--- src/rtl/fib_stream_gen.sv ---
// Streaming Fibonacci generator: one request N in, terms F(0)..F(N) out, saturating at DATA_W bits.
// Latency: first beat valid the cycle after request accept; one beat per cycle; one idle bubble between requests.
// Backpressure: while out_valid && !out_ready all out_* hold stable and no state advances; req_ready only in IDLE.
//
// Ports:
//   clk, rst                      clock and synchronous active-high reset
//   req_valid/req_ready/req_n     request port, N = last term index to emit (inclusive)
//   out_valid/out_ready           output beat handshake
//   out_data/out_idx              F(idx) (saturated) and its index
//   out_last                      beat carries F(N)
//   out_ovf                       sticky: the emitted term (this or an earlier beat) was saturated
//   perf_req_cnt/perf_stall_cnt   only when FIB_PERF_CNT_EN is defined: completed requests, stalled cycles
module fib_stream_gen #(
    parameter int DATA_W = 32,
    parameter int N_W    = 8
) (
    input  logic              clk,
    input  logic              rst,
    input  logic              req_valid,
    output logic              req_ready,
    input  logic [N_W-1:0]    req_n,
    output logic              out_valid,
    input  logic              out_ready,
    output logic [DATA_W-1:0] out_data,
    output logic [N_W-1:0]    out_idx,
    output logic              out_last,
    output logic              out_ovf
`ifdef FIB_PERF_CNT_EN
    ,
    output logic [31:0]       perf_req_cnt,
    output logic [31:0]       perf_stall_cnt
`endif
);

    typedef enum logic {IDLE, RUN} state_t;

    state_t              state, state_nxt;
    logic [DATA_W-1:0]   a, b;        // a = current term, b = next term
    logic [N_W-1:0]      idx, n;
    logic                ovf;         // saturation has reached an emitted term
    logic                b_sat;       // b (the not-yet-emitted term) has been saturated

    logic [DATA_W:0]     sum;
    logic                carry;
    logic [DATA_W-1:0]   b_next;
    logic                is_last;
    logic                req_fire;
    logic                out_fire;

    assign sum     = {1'b0, a} + {1'b0, b};
    assign carry   = sum[DATA_W];
    assign b_next  = carry ? {DATA_W{1'b1}} : sum[DATA_W-1:0];
    assign is_last = (idx == n);

    assign req_fire = req_valid && req_ready;
    assign out_fire = out_valid && out_ready;

    // Outputs are driven to zero outside RUN so that reset and the inter-request
    // bubble both present the reset values on every out_* port.
    always_comb begin
        state_nxt = state;
        req_ready = 1'b0;
        out_valid = 1'b0;
        out_data  = '0;
        out_idx   = '0;
        out_last  = 1'b0;
        out_ovf   = 1'b0;
        case (state)
            IDLE: begin
                // Held low during reset so a request presented then is never seen as accepted.
                req_ready = !rst;
                if (req_valid && !rst) begin
                    state_nxt = RUN;
                end
            end
            RUN: begin
                out_valid = 1'b1;
                out_data  = a;
                out_idx   = idx;
                out_last  = is_last;
                out_ovf   = ovf;
                if (out_ready && is_last) begin
                    state_nxt = IDLE;
                end
            end
            default: state_nxt = IDLE;
        endcase
    end

    always_ff @(posedge clk) begin
        if (rst) begin
            state <= IDLE;
            a     <= '0;
            b     <= '0;
            idx   <= '0;
            n     <= '0;
            ovf   <= 1'b0;
            b_sat <= 1'b0;
        end else begin
            state <= state_nxt;
            if (req_fire) begin
                a     <= '0;
                b     <= DATA_W'(1);
                idx   <= '0;
                n     <= req_n;
                ovf   <= 1'b0;
                b_sat <= 1'b0;
            end else if (out_fire && !is_last) begin
                a     <= b;
                b     <= b_next;
                idx   <= idx + 1'b1;
                // Overflow is flagged on the beat whose data is the saturated value,
                // so the flag follows the term from b into a.
                ovf   <= ovf | b_sat;
                b_sat <= b_sat | carry;
            end
        end
    end

`ifdef FIB_PERF_CNT_EN
    always_ff @(posedge clk) begin
        if (rst) begin
            perf_req_cnt   <= '0;
            perf_stall_cnt <= '0;
        end else begin
            if (out_fire && is_last) begin
                perf_req_cnt <= perf_req_cnt + 32'd1;
            end
            if (out_valid && !out_ready) begin
                perf_stall_cnt <= perf_stall_cnt + 32'd1;
            end
        end
    end
`endif

endmodule
--- config.mk ---
export PLATFORM = sky130hd
export DESIGN_NAME = fib_stream_gen
export DESIGN_NICKNAME = d
export VERILOG_FILES = /design/src/rtl/fib_stream_gen.sv
export SDC_FILE = /design/constraint.sdc
export NUM_CORES = 1
export LEC_CHECK = 0
export ABC_AREA = 1
export ABC_CLOCK_PERIOD_IN_PS = 6350
export BUFFER_PORTS_ARGS = -buffer_cell sky130_fd_sc_hd__buf_2
export CORE_MARGIN = 1
export CORE_UTILIZATION = 25
export DETAILED_ROUTE_END_ITERATION = 12
export GPL_TIMING_DRIVEN = 0
export PLACE_DENSITY = 0.37
export SLEW_MARGIN = 10
export SYNTH_ARGS = -nofsm -noshare
export SYNTH_HDL_FRONTEND = slang
export SYNTH_SLANG_ARGS = --single-unit
--- constraint.sdc ---
create_clock -name clk -period 6.35 [get_ports clk]
set_clock_uncertainty 0.1 [all_clocks]
set_input_delay 1.27 -clock clk [delete_from_list [all_inputs] [get_ports clk]]
set_output_delay 1.27 -clock clk [all_outputs]
set_load 0.01 [all_outputs]
# After elaboration in Yosys (flattened, before gate mapping)
# Cells that the tools add are included.
dict set report totals {
  out_inout_bits 44
  ff_bits 83
}
dict set report classes {
  addsub 2
  n_eq_ne 1
  bitwise 3
  n_mux 12
  n_reduce_logical 9
}
# cell n
set op_table {}
lappend op_table {{32-bit two-way mux} 2}
lappend op_table {{32-bit by 32-bit adder with 33-bit output} 1}
lappend op_table {{8-bit by 1-bit adder with 8-bit output, second input constant} 1}
lappend op_table {{8-bit equality test} 1}
lappend op_table {{1-bit two-way mux} 8}
lappend op_table {{8-bit two-way mux} 1}
lappend op_table {{1-bit logical AND} 5}
lappend op_table {{1-bit logical NOT} 2}
lappend op_table {{1-bit bitwise OR} 2}
lappend op_table {{1-bit one-hot mux with 2 select lines} 1}
lappend op_table {{2-bit nonzero test} 1}
lappend op_table {{2-bit OR reduction} 1}
lappend op_table {{1-bit inverter} 1}

# Depth between registers and ports, before layout
# Gate-level depths: netlist (run 1).
dict set report logic_depth {
  ltp_word 5
  mapped_depth 13
}

# Least setup slack after synthesis (run 1)
# OpenSTA, ideal clock, no wires.
dict set report synth_path {
  path_kind {input port to output port}
  from {in rst}
  to {out req_ready}
  t_arrival_ns 1.456
  path_stages 1
  path_slack_ns 3.524
  path_cell_list {nor2_1}
}
dict set report synth_between {
  elab_chain_len 2
}
# element line_no
set synth_lines {}
lappend synth_lines {{start: declaration} 18} ;# input logic rst,
lappend synth_lines {{1-bit logical NOT} 71} ;# req_ready = !rst;
lappend synth_lines {{1-bit two-way mux} 68} ;# case (state)
lappend synth_lines {{end: declaration} 20} ;# output logic req_ready,
# Every way passes these cells.

# Worst setup path in the final report (run 1)
dict set report layout_path {
  from {reg state}
  to {out out_data[20]}
}
dict set report layout_between {
  elab_chain_len 1
}
# element line_no
set layout_lines {}
lappend layout_lines {{start: declaration} 37} ;# state_t state, state_nxt;
lappend layout_lines {{start signal: assignment} 100} ;# state <= state_nxt;
lappend layout_lines {{32-bit two-way mux} 68}
lappend layout_lines {{end: declaration} 24} ;# output logic [DATA_W-1:0] out_data,
# Every way passes these cells.

==> flow_summary_export.csv, run 1 <==
group,metric,value,unit
outcome,outcome,"completed",
worst_setup_path,path_cells,"buf_2 > clkbuf_1 > nand2_1 > inv_1 > buf_2",
synthesis,synth_cell_types,35,
global_route,grt_first_pass_wirelength,30760,µm
die,top_level_ports,56,
worst_setup_path,reg2reg_from,"a[0]$_SDFFE_PP0P_",
synthesis,synthCells,997,
synthesis,async_flop_share,0,%
min_path,min_from,"b_sat$_SDFFE_PP0P_",
layout,final_core_util,29.64,%
worst_setup_path,cp_top_family,"buffers and inverters",
global_route,antenna_found_initial,0,
global_route,gr-usage-all-layers,16.66,%
placed_design,place_area,0.006656,mm²
global_route,grt_pass1_vias,5540,
global_route,grt_start_max_net_pins,16,
sta,worstMarginPinSlew,0.6557,ns
pwr,power.leakage,4.106,nW
layout,final_nets,1109,
pwr,ir_worst_vdd,0.00009471,V
synthesis,synth_edf_count,0,
clock_tree,clock-sinks,83,
clock_tree,cts_tree,"done",
die,die_area,0.02455,mm²
worst_setup_path,critPathLaunch,"state$_SDFF_PP0_",
clock_tree,cts-root-buf,"clkbuf_16",
routing,finalWirelength,19290,µm
sta,whs,0.3636,ns
routing,dr.first_iter.drc_count,234,
sta,final_max_slew_viol_count,0,
worst_setup_path,max_stage_delay,0.51,ns
clock_tree,cts_hold_buf,0,
min_path,hold_path_class,"reg -> reg",
die,row_count,56,
worst_setup_path,cp.required,4.98,ns
layout,final_cell_mix,"nand2_1, inv_1, nor2_1, dfxtp_1, buf_2",
sta,hold_viol,0,
routing,dr.pass1.iters,4,
worst_setup_path,crit_path_max_fanout,10,
job,maxCapViolCount,0,
layout,n_antenna_cell,0,
die,start_util,25.49,%
worst_setup_path,cp.arrival,1.71,ns
synthesis,ys_warn_count,0,
clock_tree,insertion_delay,0.36,ns
layout,final_area,0.006957,mm²
layout,fill_cells,2771,
synthesis,syn_avg_cell_area,6.000,µm²
sta,fin_crit,3.077,ns
clock_tree,cts_buffers,9,
die,fp.dieH,156.7,µm
placed_design,dp_hpwl,15530,µm
synthesis,ys_seq_elements,83,
die,fp.dieW,156.7,µm
sta,final-setup-viol-count,0,
layout,fin_cells,1387,
placed_design,place_inst,1371,
routing,ant_nets,0,
layout,final_common_cell,"nand2_1",
sta,fin_setup_tns,0,ns
layout,drive_gt1_share,10.49,%
sta,max_freq,0.3250,GHz
routing,drcViolationCount,0,
worst_setup_path,start_kind,"register",
synthesis,seq_area_frac_synth,27.78,%
worst_setup_path,crit_path_frequent_cell,"buf_2",
pwr,power_density,185.8,mW/mm²
global_route,globalRouteOverflowTotal,0,
sta,fin_ws,3.273,ns
clock_tree,cts_resized,0,
clock_tree,cts.reportedPaths.clkPinSlew,0.07,ns
layout,area_growth,16.29,%
worst_setup_path,end_kind,"primary output",
synthesis,synth_area,0.005982,mm²
routing,via_per_inst,4.224,
placed_design,gp_congestion,0.8376,
worst_setup_path,path_buf_inv,4,
clock_tree,clockBufferDepth,2,
routing,drt-wirelength-per-cell,13.91,µm
clock_tree,cts_setup_buffers,0,
synthesis,synth_fp_nets,1043,
worst_setup_path,critPathKind,"reg -> out",
sta,period_share,48.46,%
placed_design,dp_slack,3.254,ns
sta,slew-limit-headroom,56.29,%
routing,vias,5858,
die,coreArea,0.02347,mm²
pwr,power,1.293,mW
synthesis,ys.flop_type,"dfxtp_1",
clock_tree,htreeDepth,3,
worst_setup_path,cp_slowest_cell,"clkbuf_1",
sta,grt_setup_unrepaired,"false",
placed_design,io_buffers,55,
area by class of cell:
cell class | count | area [µm²] | area share (%)
multi-input combinational | 712 | 3517 | 50.56
sequential | 83 | 1662 | 23.88
inverter | 176 | 663.1 | 9.532
tap | 319 | 399.1 | 5.737
timing repair buffer | 55 | 275.3 | 3.957
clock buffer | 9 | 225.2 | 3.237
buffer | 26 | 140.1 | 2.014
clock inverter | 7 | 75.07 | 1.079
worst paths after layout:
| path | slack [ns] | endpoint | cells after the start |
|---|---|---|---|
| hold reg to reg | 0.36 | b_sat$_SDFFE_PP0P_ | 2 |
| hold / removal | 0.36 | b_sat$_SDFFE_PP0P_ | 2 |
| setup reg to reg | 3.66 | b[30]$_SDFFE_PP0P_ | 13 |
| setup / recovery | 3.27 | out_data[20] | 5 |
flip-flops by register name, summed over array words and instances (netlist names):
signal  cells
b          32
state       1
a          32
ovf         1
n           8
b_sat       1
idx         8
where the power goes:
group / internal, mW / total (mW) / switching [mW] / leakage [nW]
logic: 0.0577 / 0.170 / 0.112 / 3.28
clock network: 0.309 / 0.561 / 0.252 / 0.151
registers: 0.543 / 0.561 / 0.0183 / 0.674
cells by family (layout without fill, tap and decap cells):
group,Yosys count,count (layout),synth area share [%]
AND/OR/NAND/NOR,534,534,36.54
flip-flops,83,83,27.78
AO/OA/AOI/OAI,118,118,11.21
XOR/XNOR,26,26,3.807
adder cells (fa/ha/maj),34,34,7.237
buffers and inverters,202,273,13.43
layer usage:
metal,share of wire (%),routed length [µm],GRT usage [%],vias to the layer above
li1,-,-,-,3185
met1,52,9981,22.83,2592
met2,45,8691,27.51,69
met5,0,0,0,-
met4,0.81,156,3.501,0
met3,2.4,464,2.409,12
synthesized netlist by cell type (9+ instances only):
cell type	instances	area share [%]
clkbuf_1	9	0.56
nand4_1	13	1.4
buf_2	10	0.84
nand3_1	36	3.0
nor2_1	152	9.5
nand2_1	304	19
inv_1	173	11
xor2_1	19	2.8
and2_1	13	1.4
ha_1	33	6.9
a21oi_1	29	2.4
a21oi_2	10	1.5
dfxtp_1	83	28
o21ai_0	64	5.4
worst min-delay path, cell delays in order (launching register included):
cell and delay (ns):
dfxtp_1 0.30, inv_1 0.06, a21oi_1 0.06
(Power assumes the default switching activity.)
==> inputs of run 2 (changes only) <==
--- a/config.mk
+++ b/config.mk
@@ -6,13 +6,13 @@
 export NUM_CORES = 1
 export LEC_CHECK = 0
 export ABC_AREA = 1
-export ABC_CLOCK_PERIOD_IN_PS = 6350
+export ABC_CLOCK_PERIOD_IN_PS = 2500
 export BUFFER_PORTS_ARGS = -buffer_cell sky130_fd_sc_hd__buf_2
 export CORE_MARGIN = 1
 export CORE_UTILIZATION = 25
 export DETAILED_ROUTE_END_ITERATION = 12
 export GPL_TIMING_DRIVEN = 0
-export PLACE_DENSITY = 0.37
+export PLACE_DENSITY = 0.39
 export SLEW_MARGIN = 10
 export SYNTH_ARGS = -nofsm -noshare
 export SYNTH_HDL_FRONTEND = slang
==> constraint.sdc (replaced) <==
create_clock -name clk -period 2.5 [get_ports clk]
set_clock_uncertainty 0.1 [all_clocks]
set_input_delay 0.5 -clock clk [delete_from_list [all_inputs] [get_ports clk]]
set_output_delay 0.5 -clock clk [all_outputs]
set_load 0.01 [all_outputs]
==> run 2 against run 1 <==
Wire length fell by 0.53%. Non-clock buffer count grew 7. Critical endpoint is now b[15]$_SDFFE_PP0P_. Register-to-register slack worse by 3.5 ns. Largest power group unchanged. Hold slack got worse by 0.11 ns. Highest routed layer unchanged.
==> flow_summary_export.csv, run 2 (synthesis gave the netlist of run 1 again) <==
group,metric,value,unit
outcome,outcome,"completed",
sta,period_share,94.44,%
layout,final_common_cell,"nand2_1",
routing,vias,5836,
worst_setup_path,end_kind,"register",
layout,area_growth,18.09,%
worst_setup_path,rr_worst_depth,12,
sta,final_max_slew_viol_count,0,
routing,drcViolationCount,0,
job,maxCapViolCount,0,
die,die_area,0.02455,mm²
die,top_level_ports,56,
clock_tree,cts_tree,"done",
routing,dr.first_iter.drc_count,247,
global_route,grt_start_max_net_pins,18,
layout,top_regs,"a x32, b x32",
global_route,gr-usage-all-layers,16.45,%
global_route,met2_usage,27.17,%
global_route,grt_pass1_vias,5645,
routing,drt-wirelength-per-cell,13.75,µm
placed_design,dp_slack,-0.2048,ns
sta,fin_crit,2.361,ns
routing,via_per_inst,4.181,
worst_setup_path,cp.required,2.64,ns
layout,final_area,0.007064,mm²
layout,final_cell_mix,"nand2_1, inv_1, nor2_1, dfxtp_1, buf_2",
routing,finalWirelength,19190,µm
layout,drive_gt1_share,11.72,%
placed_design,place_area,0.006656,mm²
sta,max_freq,0.4235,GHz
sta,fin_ws,0.1389,ns
global_route,use_met1,22.81,%
clock_tree,cts_buffers,9,
worst_setup_path,rrSetupSlack,0.14,ns
placed_design,io_buffers,55,
pwr,power,3.234,mW
sta,slew-limit-headroom,54.38,%
worst_setup_path,reg2reg_from,"b[19]$_SDFFE_PP0P_",
min_path,hold_path_class,"in -> reg",
global_route,met3_usage,2.105,%
placed_design,dp_hpwl,15230,µm
pwr,power.leakage,4.146,nW
worst_setup_path,cp.arrival,2.50,ns
pwr,power_density,457.8,mW/mm²
sta,whs,0.2577,ns
clock_tree,insertion_delay,0.35,ns
global_route,globalRouteOverflowTotal,0,
worst_setup_path,critPathCapture,"b[15]$_SDFFE_PP0P_",
global_route,grt_busiest_layer,"met2",
clock_tree,cts-root-buf,"clkbuf_16",
sta,grt_setup_unrepaired,"false",
worst_setup_path,critPathLaunch,"b[19]$_SDFFE_PP0P_",
min_path,min_from,"req_n[3]",
sta,hold_viol,0,
die,start_util,25.49,%
die,fp.dieH,156.7,µm
clock_tree,clockBufferDepth,2,
worst_setup_path,crit_path_max_fanout,7,
worst_setup_path,start_kind,"register",
clock_tree,htreeDepth,3,
global_route,antenna_found_initial,0,
layout,final_nets,1116,
layout,final_core_util,30.10,%
sta,worstMarginPinSlew,0.6844,ns
routing,dr.pass1.iters,4,
pwr,ir_worst_vdd,0.0002976,V
clock_tree,cts.reportedPaths.clkPinSlew,0.08,ns
worst_setup_path,critPathKind,"reg -> reg",
die,coreArea,0.02347,mm²
worst_setup_path,r2r-end,"b[15]$_SDFFE_PP0P_",
die,fp.dieW,156.7,µm
placed_design,gp_congestion,0.8524,
routing,ant_nets,0,
layout,fill_cells,2705,
die,row_count,56,
clock_tree,clock-sinks,83,
sta,final-setup-viol-count,0,
global_route,grt_first_pass_wirelength,30620,µm
[run 2: changes by cell type in the layout (fill, tap and decap cells not counted), moves of 2 or more]
cell	previous run	this run
diode_2	0	2
buf_8	0	2
clkbuf_2	3	5
buf_4	1	6
inv_6	3	1
clkinv_2	2	0
clkinvlp_4	0	2
inv_8	0	2
clkbuf_1	9	7
[run 2: report_power, final]
| group | switching [mW] | total (mW) | internal, mW |
|---|---|---|---|
| combinational | 0.289 | 0.446 | 0.157 |
| clock | 0.659 | 1.36 | 0.703 |
| sequential | 0.0476 | 1.43 | 1.38 |
[run 2: through the flow]
step / TNS, ns / instances
3_5_place_dp: -3.497 / 1371
4_1_cts: 0 / 1390
5_1_grt: 0 / 1394
6_report: 0 / 1396
2_1_floorplan: 0 / 997
3_3_place_gp: -4.015 / 1371
[run 2: routing by layer]
layer	share of wire [%]	wire length (µm)
met1	52	9911
met2	45	8566
met3	3.1	593
met4	0.61	118
met5	0	0
[run 2: layout make-up]
| cell class | count | area [µm²] | share of cell area [%] |
|---|---|---|---|
| diodes | 2 | 5.005 | 0.07085 |
| clock buffers | 9 | 225.2 | 3.188 |
| repair buffers | 62 | 349.1 | 4.942 |
| multi-input cells | 712 | 3538 | 50.09 |
| plain buffers | 26 | 150.1 | 2.125 |
| flip-flops and latches | 83 | 1663 | 23.54 |
| inverters | 176 | 663.1 | 9.387 |
| well taps | 319 | 399.1 | 5.650 |
| clock inverters | 7 | 71.32 | 1.010 |
[run 2: repair_timing]
item / 4_1_cts / 5_1_grt
endpoints found under the setup margin: 31 / 38
pin swaps: 1 / 2
buffers inserted: 3 / 3
resized for setup: 1 / 12
cloned: 0 / 1
hold buffers: 0 / 0
[run 2: critical path, cell delays in order (launching register included)]
cell and delay (ns):
dfxtp_1 0.46, ha_1 0.37, nand2_1 0.16, inv_1 0.05, nand2_1 0.06, nand2_1 0.11
nand2_1 0.08, nand2_1 0.08, a21oi_2 0.20, nand3_4 0.21, clkbuf_16 0.22, nor2_1 0.09
nor2_1 0.04
[run 2: how the worst min path moves through the flow]
stage | to | slack [ns] | depth (start not counted)
2_1_floorplan | b_sat$_SDFFE_PP0P_ | 0.34 | 2
3_3_place_gp | b_sat$_SDFFE_PP0P_ | 0.35 | 2
3_5_place_dp | b_sat$_SDFFE_PP0P_ | 0.36 | 2
4_1_cts | n[3]$_SDFFE_PP0P_ | 0.25 | 2
5_1_grt | n[3]$_SDFFE_PP0P_ | 0.25 | 2
6_report | n[3]$_SDFFE_PP0P_ | 0.26 | 2
